$ cat config.mk
export PLATFORM = sky130hd
export DESIGN_NAME = uart_tx_ctrl
export DESIGN_NICKNAME = d
export VERILOG_FILES = /design/src/rtl/uart_tx_ctrl.sv
export SDC_FILE = /design/constraint.sdc
export NUM_CORES = 1
export LEC_CHECK = 0
export CORE_MARGIN = 2
export CORE_UTILIZATION = 40
export CTS_BUF_LIST = sky130_fd_sc_hd__clkbuf_8
export DETAILED_ROUTE_END_ITERATION = 7
export PLACE_DENSITY = 0.59
export SLEW_MARGIN = 20
export SYNTH_ARGS = -nofsm -noshare
export SYNTH_HDL_FRONTEND = slang
export SYNTH_SLANG_ARGS = --single-unit
$ cat constraint.sdc
create_clock -name clk -period 2.1 [get_ports clk]
set_input_delay 0.315 -clock clk [delete_from_list [all_inputs] [get_ports clk]]
set_output_delay 0.315 -clock clk [all_outputs]
set_load 0.03 [all_outputs]
$ cat src/rtl/uart_tx_ctrl.sv
// -----------------------------------------------------------------------------
// uart_tx_ctrl
//
// UART transmit controller. It accepts one word per valid/ready handshake and
// sends it LSB-first on a single line: one start bit, DATA_W data bits, an
// optional parity bit, then STOP_BITS stop bits. Each bit lasts DIV clock
// cycles, timed by an internal baud counter that runs only while a frame is
// in flight.
//
// Ports:
//   clk    in   system clock, rising edge
//   rst    in   asynchronous active-low reset
//   data   in   word to send, sampled only on the accepting edge
//   valid  in   source has a word
//   ready  out  controller can accept (high only while idle)
//   tx     out  registered serial line, idles high
//   busy   out  high from the cycle after acceptance until the frame ends
// -----------------------------------------------------------------------------
module uart_tx_ctrl #(
    parameter int DIV       = 25,
    parameter int DATA_W    = 8,
    parameter int PARITY    = 0,
    parameter int STOP_BITS = 1
) (
    input  logic              clk,
    input  logic              rst,
    input  logic [DATA_W-1:0] data,
    input  logic              valid,
    output logic              ready,
    output logic              tx,
    output logic              busy
);

    // Illegal parameters stop elaboration; there is no run-time fallback.
    if (DIV < 2) begin : g_bad_div
        $error("uart_tx_ctrl: DIV must be >= 2");
    end
    if (DATA_W < 5 || DATA_W > 9) begin : g_bad_data_w
        $error("uart_tx_ctrl: DATA_W must be 5..9");
    end
    if (PARITY < 0 || PARITY > 2) begin : g_bad_parity
        $error("uart_tx_ctrl: PARITY must be 0, 1 or 2");
    end
    if (STOP_BITS < 1 || STOP_BITS > 2) begin : g_bad_stop_bits
        $error("uart_tx_ctrl: STOP_BITS must be 1 or 2");
    end

    localparam int CNT_W = $clog2(DIV);
    // Wide enough for both the data bit index and the stop bit count.
    localparam int IDX_W = 4;

    typedef enum logic [2:0] {
        S_IDLE,
        S_START,
        S_DATA,
        S_PARITY,
        S_STOP
    } state_e;

    state_e              state_q, state_d;
    logic [CNT_W-1:0]    cnt_q,   cnt_d;
    logic [IDX_W-1:0]    idx_q,   idx_d;
    logic [DATA_W-1:0]   shift_q, shift_d;
    logic                par_q,   par_d;
    logic                tx_q,    tx_d;
    logic                tick;

    // End of the current bit period.
    assign tick = (cnt_q == CNT_W'(DIV - 1));

    // NOTE: every variable gets a default before the case statement so that
    // no path leaves it unassigned, which would otherwise infer a latch.
    always_comb begin
        state_d = state_q;
        cnt_d   = cnt_q;
        idx_d   = idx_q;
        shift_d = shift_q;
        par_d   = par_q;

        // Baud counter free-runs 0..DIV-1 for the whole frame.
        if (state_q != S_IDLE) begin
            cnt_d = tick ? '0 : cnt_q + CNT_W'(1);
        end

        case (state_q)
            S_IDLE: begin
                if (valid) begin
                    shift_d = data;
                    // Odd mode inverts the XOR reduction so the total count
                    // of ones including the parity bit is odd.
                    par_d   = (PARITY == 1) ? ~(^data) : ^data;
                    cnt_d   = '0;
                    idx_d   = '0;
                    state_d = S_START;
                end
            end
            S_START: begin
                if (tick) begin
                    idx_d   = '0;
                    state_d = S_DATA;
                end
            end
            S_DATA: begin
                if (tick) begin
                    shift_d = shift_q >> 1;
                    if (idx_q == IDX_W'(DATA_W - 1)) begin
                        idx_d   = '0;
                        state_d = (PARITY != 0) ? S_PARITY : S_STOP;
                    end else begin
                        idx_d = idx_q + IDX_W'(1);
                    end
                end
            end
            S_PARITY: begin
                if (tick) begin
                    idx_d   = '0;
                    state_d = S_STOP;
                end
            end
            S_STOP: begin
                // The bit index doubles as the stop bit counter.
                if (tick) begin
                    if (idx_q == IDX_W'(STOP_BITS - 1)) begin
                        idx_d   = '0;
                        state_d = S_IDLE;
                    end else begin
                        idx_d = idx_q + IDX_W'(1);
                    end
                end
            end
            default: begin
                state_d = S_IDLE;
            end
        endcase

        // tx is registered, so it is derived from the state being entered;
        // that puts the start bit on the line one cycle after acceptance.
        case (state_d)
            S_START:  tx_d = 1'b0;
            S_DATA:   tx_d = shift_d[0];
            S_PARITY: tx_d = par_q;
            default:  tx_d = 1'b1;
        endcase
    end

    // NOTE: sequential state uses non-blocking assignments only, so every
    // register samples the values from before the edge regardless of order.
    // NOTE: all state registers are reset, including the shift register, so
    // an aborted frame leaves nothing behind.
    always_ff @(posedge clk or negedge rst) begin
        if (!rst) begin
            state_q <= S_IDLE;
            cnt_q   <= '0;
            idx_q   <= '0;
            shift_q <= '0;
            par_q   <= 1'b0;
            tx_q    <= 1'b1;
        end else begin
            state_q <= state_d;
            cnt_q   <= cnt_d;
            idx_q   <= idx_d;
            shift_q <= shift_d;
            par_q   <= par_d;
            tx_q    <= tx_d;
        end
    end

    assign ready = (state_q == S_IDLE);
    assign busy  = (state_q != S_IDLE);
    assign tx    = tx_q;

endmodule
Word level (Yosys, flattened, before mapping):

Cells that the tools add are included.
W data, S select, Z words.

* add/subtract/negate cells: 2
* equality and inequality tests: 13
* mux-type cells: 23
* reduce and logical (&&, ||, !) cells: 10

Operators by type and width (count)
* $mux W4: 6
* $mux W3: 7
* $mux W5: 4
* $mux W8: 2
* $pmux W4 S4: 1
* $pmux W8 S2: 1
* $pmux W3 S5: 1
* $eq A3 B2 Y1 const B: 4
* $reduce_xor A8 Y1: 1
* $eq A3 B1 Y1 const B: 2
* $ne A2 B2 Y1 const B: 3
* $add A5 B1 Y5 const B: 1
* $eq A5 B5 Y1 const B: 1
* $reduce_and A5 Y1: 1
* $add A4 B1 Y4 const B: 1
* $eq A4 B3 Y1 const B: 1
* $logic_not A4 Y1: 1
* $reduce_bool A4 Y1: 1
* $eq A3 B3 Y1 const B: 1
* $logic_not A3 Y1: 1
* $pmux W1 S3: 1
* $reduce_and A3 Y1: 1
* $reduce_bool A3 Y1: 1
* $ne A2 B1 Y1 const B: 1
* 3 further kinds: 3

* register bits: 22
* input port bits: 11
* output and inout bits: 3
* logic and storage cells: 55

Depth between registers and ports, before layout:

* depth in word-level cells: 6
* gate-level depth with buffers: 8
* gate-level depth less buffers: 6

Least setup slack after synthesis:

No wires, ideal clock.

* path kind: register to register
* start point: reg idx_q[0]
* end point: reg idx_q[3]
* setup time: 0.126 ns
* data arrival time: 1.515 ns
* required time: 1.974 ns
* slack: 0.459 ns
* cell stages (with the launch flop): 7
* buffers on the path: 0
* clock period less this slack: 1.641 ns
* cells stage by stage: dfrtp_1 -> inv_1 -> ha_1 -> or3b_1 -> a2bb2oi_1 -> nor3_2 -> a221o_1

* longest elaborated chain between the ends: 4
* elaborated cells between the ends (all ways): 8
* those cells by class: add/sub (1); eq/ne (1); mux (5); reduce/logical (1)

RTL lines
* start, declared: line 62 `logic [IDX_W-1:0] idx_q, idx_d;`
* start signal, assigned: line 161 `idx_q <= idx_d;`
* $add A4 B1 Y4, or another cell as far along: line 110, 127
* $mux W4 (on tied branches): line 123, 106
* $mux W4 (on tied branches): line 122, 104
* $pmux W4 S4 (*): line 85 `case (state_q)`

Mark *: on every way between the ends. The rest lies on a longest branch, timed or not. The select of a mux whose other input is x is not followed.
A chain may end at the register's enable or synchronous reset.

Final worst setup path:

* start point: reg state_q[2]
* end point: out ready

* longest elaborated chain between the ends: 1

RTL lines
* start, declared: line 60 `state_e state_q, state_d;`
* start signal, assigned: line 159 `state_q <= state_d;`
* $logic_not A3 Y1: line 168 `assign ready = (state_q == S_IDLE);`
* end, declared: line 29 `output logic ready,`

Every way passes these cells.

==> results.toml <==
[status]
status = "completed"

[layout]
final_util_pct = 50.6
mostFrequentLayoutCell = "dfrtp_1"
fin_cells = 189
fin_nets = 161
final_cell_mix = "dfrtp_1, clkdlybuf4s50_1, o21ai_1, buf_4"
drive_gt1_share_pct = 15.9
antenna-diode-count = 0
fin_area_um2 = 1560
num-fill-cells = 298
final-seq-area_um2 = 552
syn_to_final_growth_pct = 20.2
multi_input_area_um2 = 688

[sta]
setup_viol = 0
whs_ns = 0.359
max_freq_mhz = 529
worst_slew_pin_slew_ns = 0.446
finalCriticalPeriod_ns = 1.89
finalHoldViolations = 0
grt_setup_unrepaired = "no"
relSlewSlack_pct = 70.1
fin_ws_ns = 0.209
clock_skew_ns = 0.00253
fin_setup_tns_ns = 0
slew_violations = 0
post-route-period-util_pct = 90.1

[logic_synthesis]
avgSynthCellArea_um2 = 10.4
yosysTopAreaCell = "dfrtp_1"
syn_nets = 140
synth.area.top_cells = "dfrtp_1, a221o_1, xnor2_1"
ys_ff_latch = 22
synthCells = 125
synth_top_flop_cell = "dfrtp_1"
synth_edf_count = 0
async_reset_ff_share_pct = 100
ys_seq_area_share_pct = 42.6
ys_types = 44
yosysTopAreaCellShare_pct = 40.6
syn_area_um2 = 1290
yosys_warnings = 0

[drt]
avgRoutedWirePerCell_um = 14.7
drt-total-wl_mm = 2.78
ant_nets = 0
drtPass1Iterations = 4
vias = 1039
drt_iter0_markers = 42
via_per_inst = 5.50
drc = 0

[placement]
placed_cells_incl_taps = 185
routabilityCongestion = 0.810
place_area_um2 = 1510
pre_cts_slack_ns = 0.165
numPortBuffers = 13
dp_hpwl_mm = 2.06

[clocking]
holdBufCountCts = 0
htreeDepth = 1
clk_pin_slew_ns = 0.08
cts-root-buf = "clkbuf_8"
insertion_delay_ns = 0.26
cts_tree = "done"
cts_setup_buffers = 0
post_cts_resized = 0
cts-buffers-inserted = 3
cts.sinks = 22
clk_path_buf_depth = 2

[setup_path]
path_cells = "or3_1 -> buf_4 -> inv_2 -> buf_4"
reg2reg_to = "shift_q[1]"
regToRegStartpoint = "cnt_q[0]"
critPathCaptureType = "output pin"
crit_required_ns = 1.78
worstPathMaxFanout = 7
start_kind = "flop"
reg2reg_slack_ns = 0.26
critical-path-max-stage-delay_ns = 0.47
cp.arrival_ns = 1.58
criticalPathCategory = "reg -> out"
crit_slowest_cell = "dfrtp_1"
crit_top_cell = "buf_4"
reg2reg_depth = 6

[floorplan]
die_x_um = 60.9
die_h_um = 60.9
core_um2 = 3080
die_area_um2 = 3710
ios = 14
initial_core_util_pct = 42.1
rows = 20

[grt]
overflow = 0
grt_antenna_before_repair = 0
grt_max_degree = 15
grtUsageTotal_pct = 16.6
grt_pass1_wl_mm = 4.61
first_global_vias = 1001

[power_and_ir_drop]
peakVddDrop_uv = 501
power_density_nw_per_um2 = 1090
p_total_mw = 1.70
p_leak_nw = 0.690

[flow_run]
max-cap-violations = 0

[worst_hold_path]
hp-class = "in -> async"
## Yosys cell counts (2+ instances only)
cell type,number
inv_1,4
a311oi_1,3
nand2b_1,4
nand2_1,7
nor2b_1,2
ha_1,4
nor2_1,6
buf_2,5
a221o_1,7
dfrtp_1,21
xnor2_1,7
o21ai_1,10
and3_1,6
a21oi_1,5
and3b_1,2
nand4_1,2
o21ai_0,2
mux2_2,2
## cell families (layout without fill, tap and decap cells)
family / Yosys count / after routing / synth area share, %
and+or+nand+nor: 43 / 43 / 21.9
DFF: 22 / 22 / 42.6
adders and majority gates: 4 / 4 / 3.86
buffers and inverters: 11 / 31 / 4.25
AOI/OAI and AO/OA: 36 / 36 / 20.9
muxes: 2 / 2 / 1.74
xor gates and xnor gates: 7 / 7 / 4.73
## area by class of cell
class | instances | area share, %
multi-input cells | 92 | 44.2
flip-flops and latches | 22 | 35.5
repair buffers | 22 | 12.7
well taps | 44 | 3.54
clock buffers | 3 | 2.65
inverters | 5 | 1.21
clock inverters | 1 | 0.241
## worst max-delay path, delay by kind of cell (launching register included)
family	cells	cell delay, ns
DFF	1	0.47
buffers and inverters	3	0.43
and+or+nand+nor	1	0.42
## worst max path at each step
stage,cells after the start,startpoint,slack (ns),end
final,4,state_q[2],0.21,ready
after global routing,6,cnt_q[0],0.10,shift_q[1]
after CTS,2,state_q[2],0.01,busy
after detailed placement,5,valid,0.17,idx_q[0]
after global placement,5,valid,0.20,idx_q[0]
after floorplan,6,idx_q[0],0.46,idx_q[3]
## flip-flops by register name (all words and copies together), names as in the netlist
| name | count |
|---|---|
| shift_q | 8 |
| cnt_q | 5 |
| idx_q | 4 |
| state_q | 3 |
| par_q | 1 |
| tx | 1 |
## where the power goes
part	internal (mW)	switching [mW]
logic	0.341	0.358
registers	0.602	0.137
clock network	0.130	0.132
total	1.07	0.628
## per-layer routing
layer	global-route usage [%]	vias to the layer above	routed length, µm
met3	2.56	2	99
li1	-	508	-
met2	26.4	18	1290
met4	3.73	0	18
met1	23.9	511	1370
met5	0	-	0
Note: power is estimated with default switching activity, not from simulation.
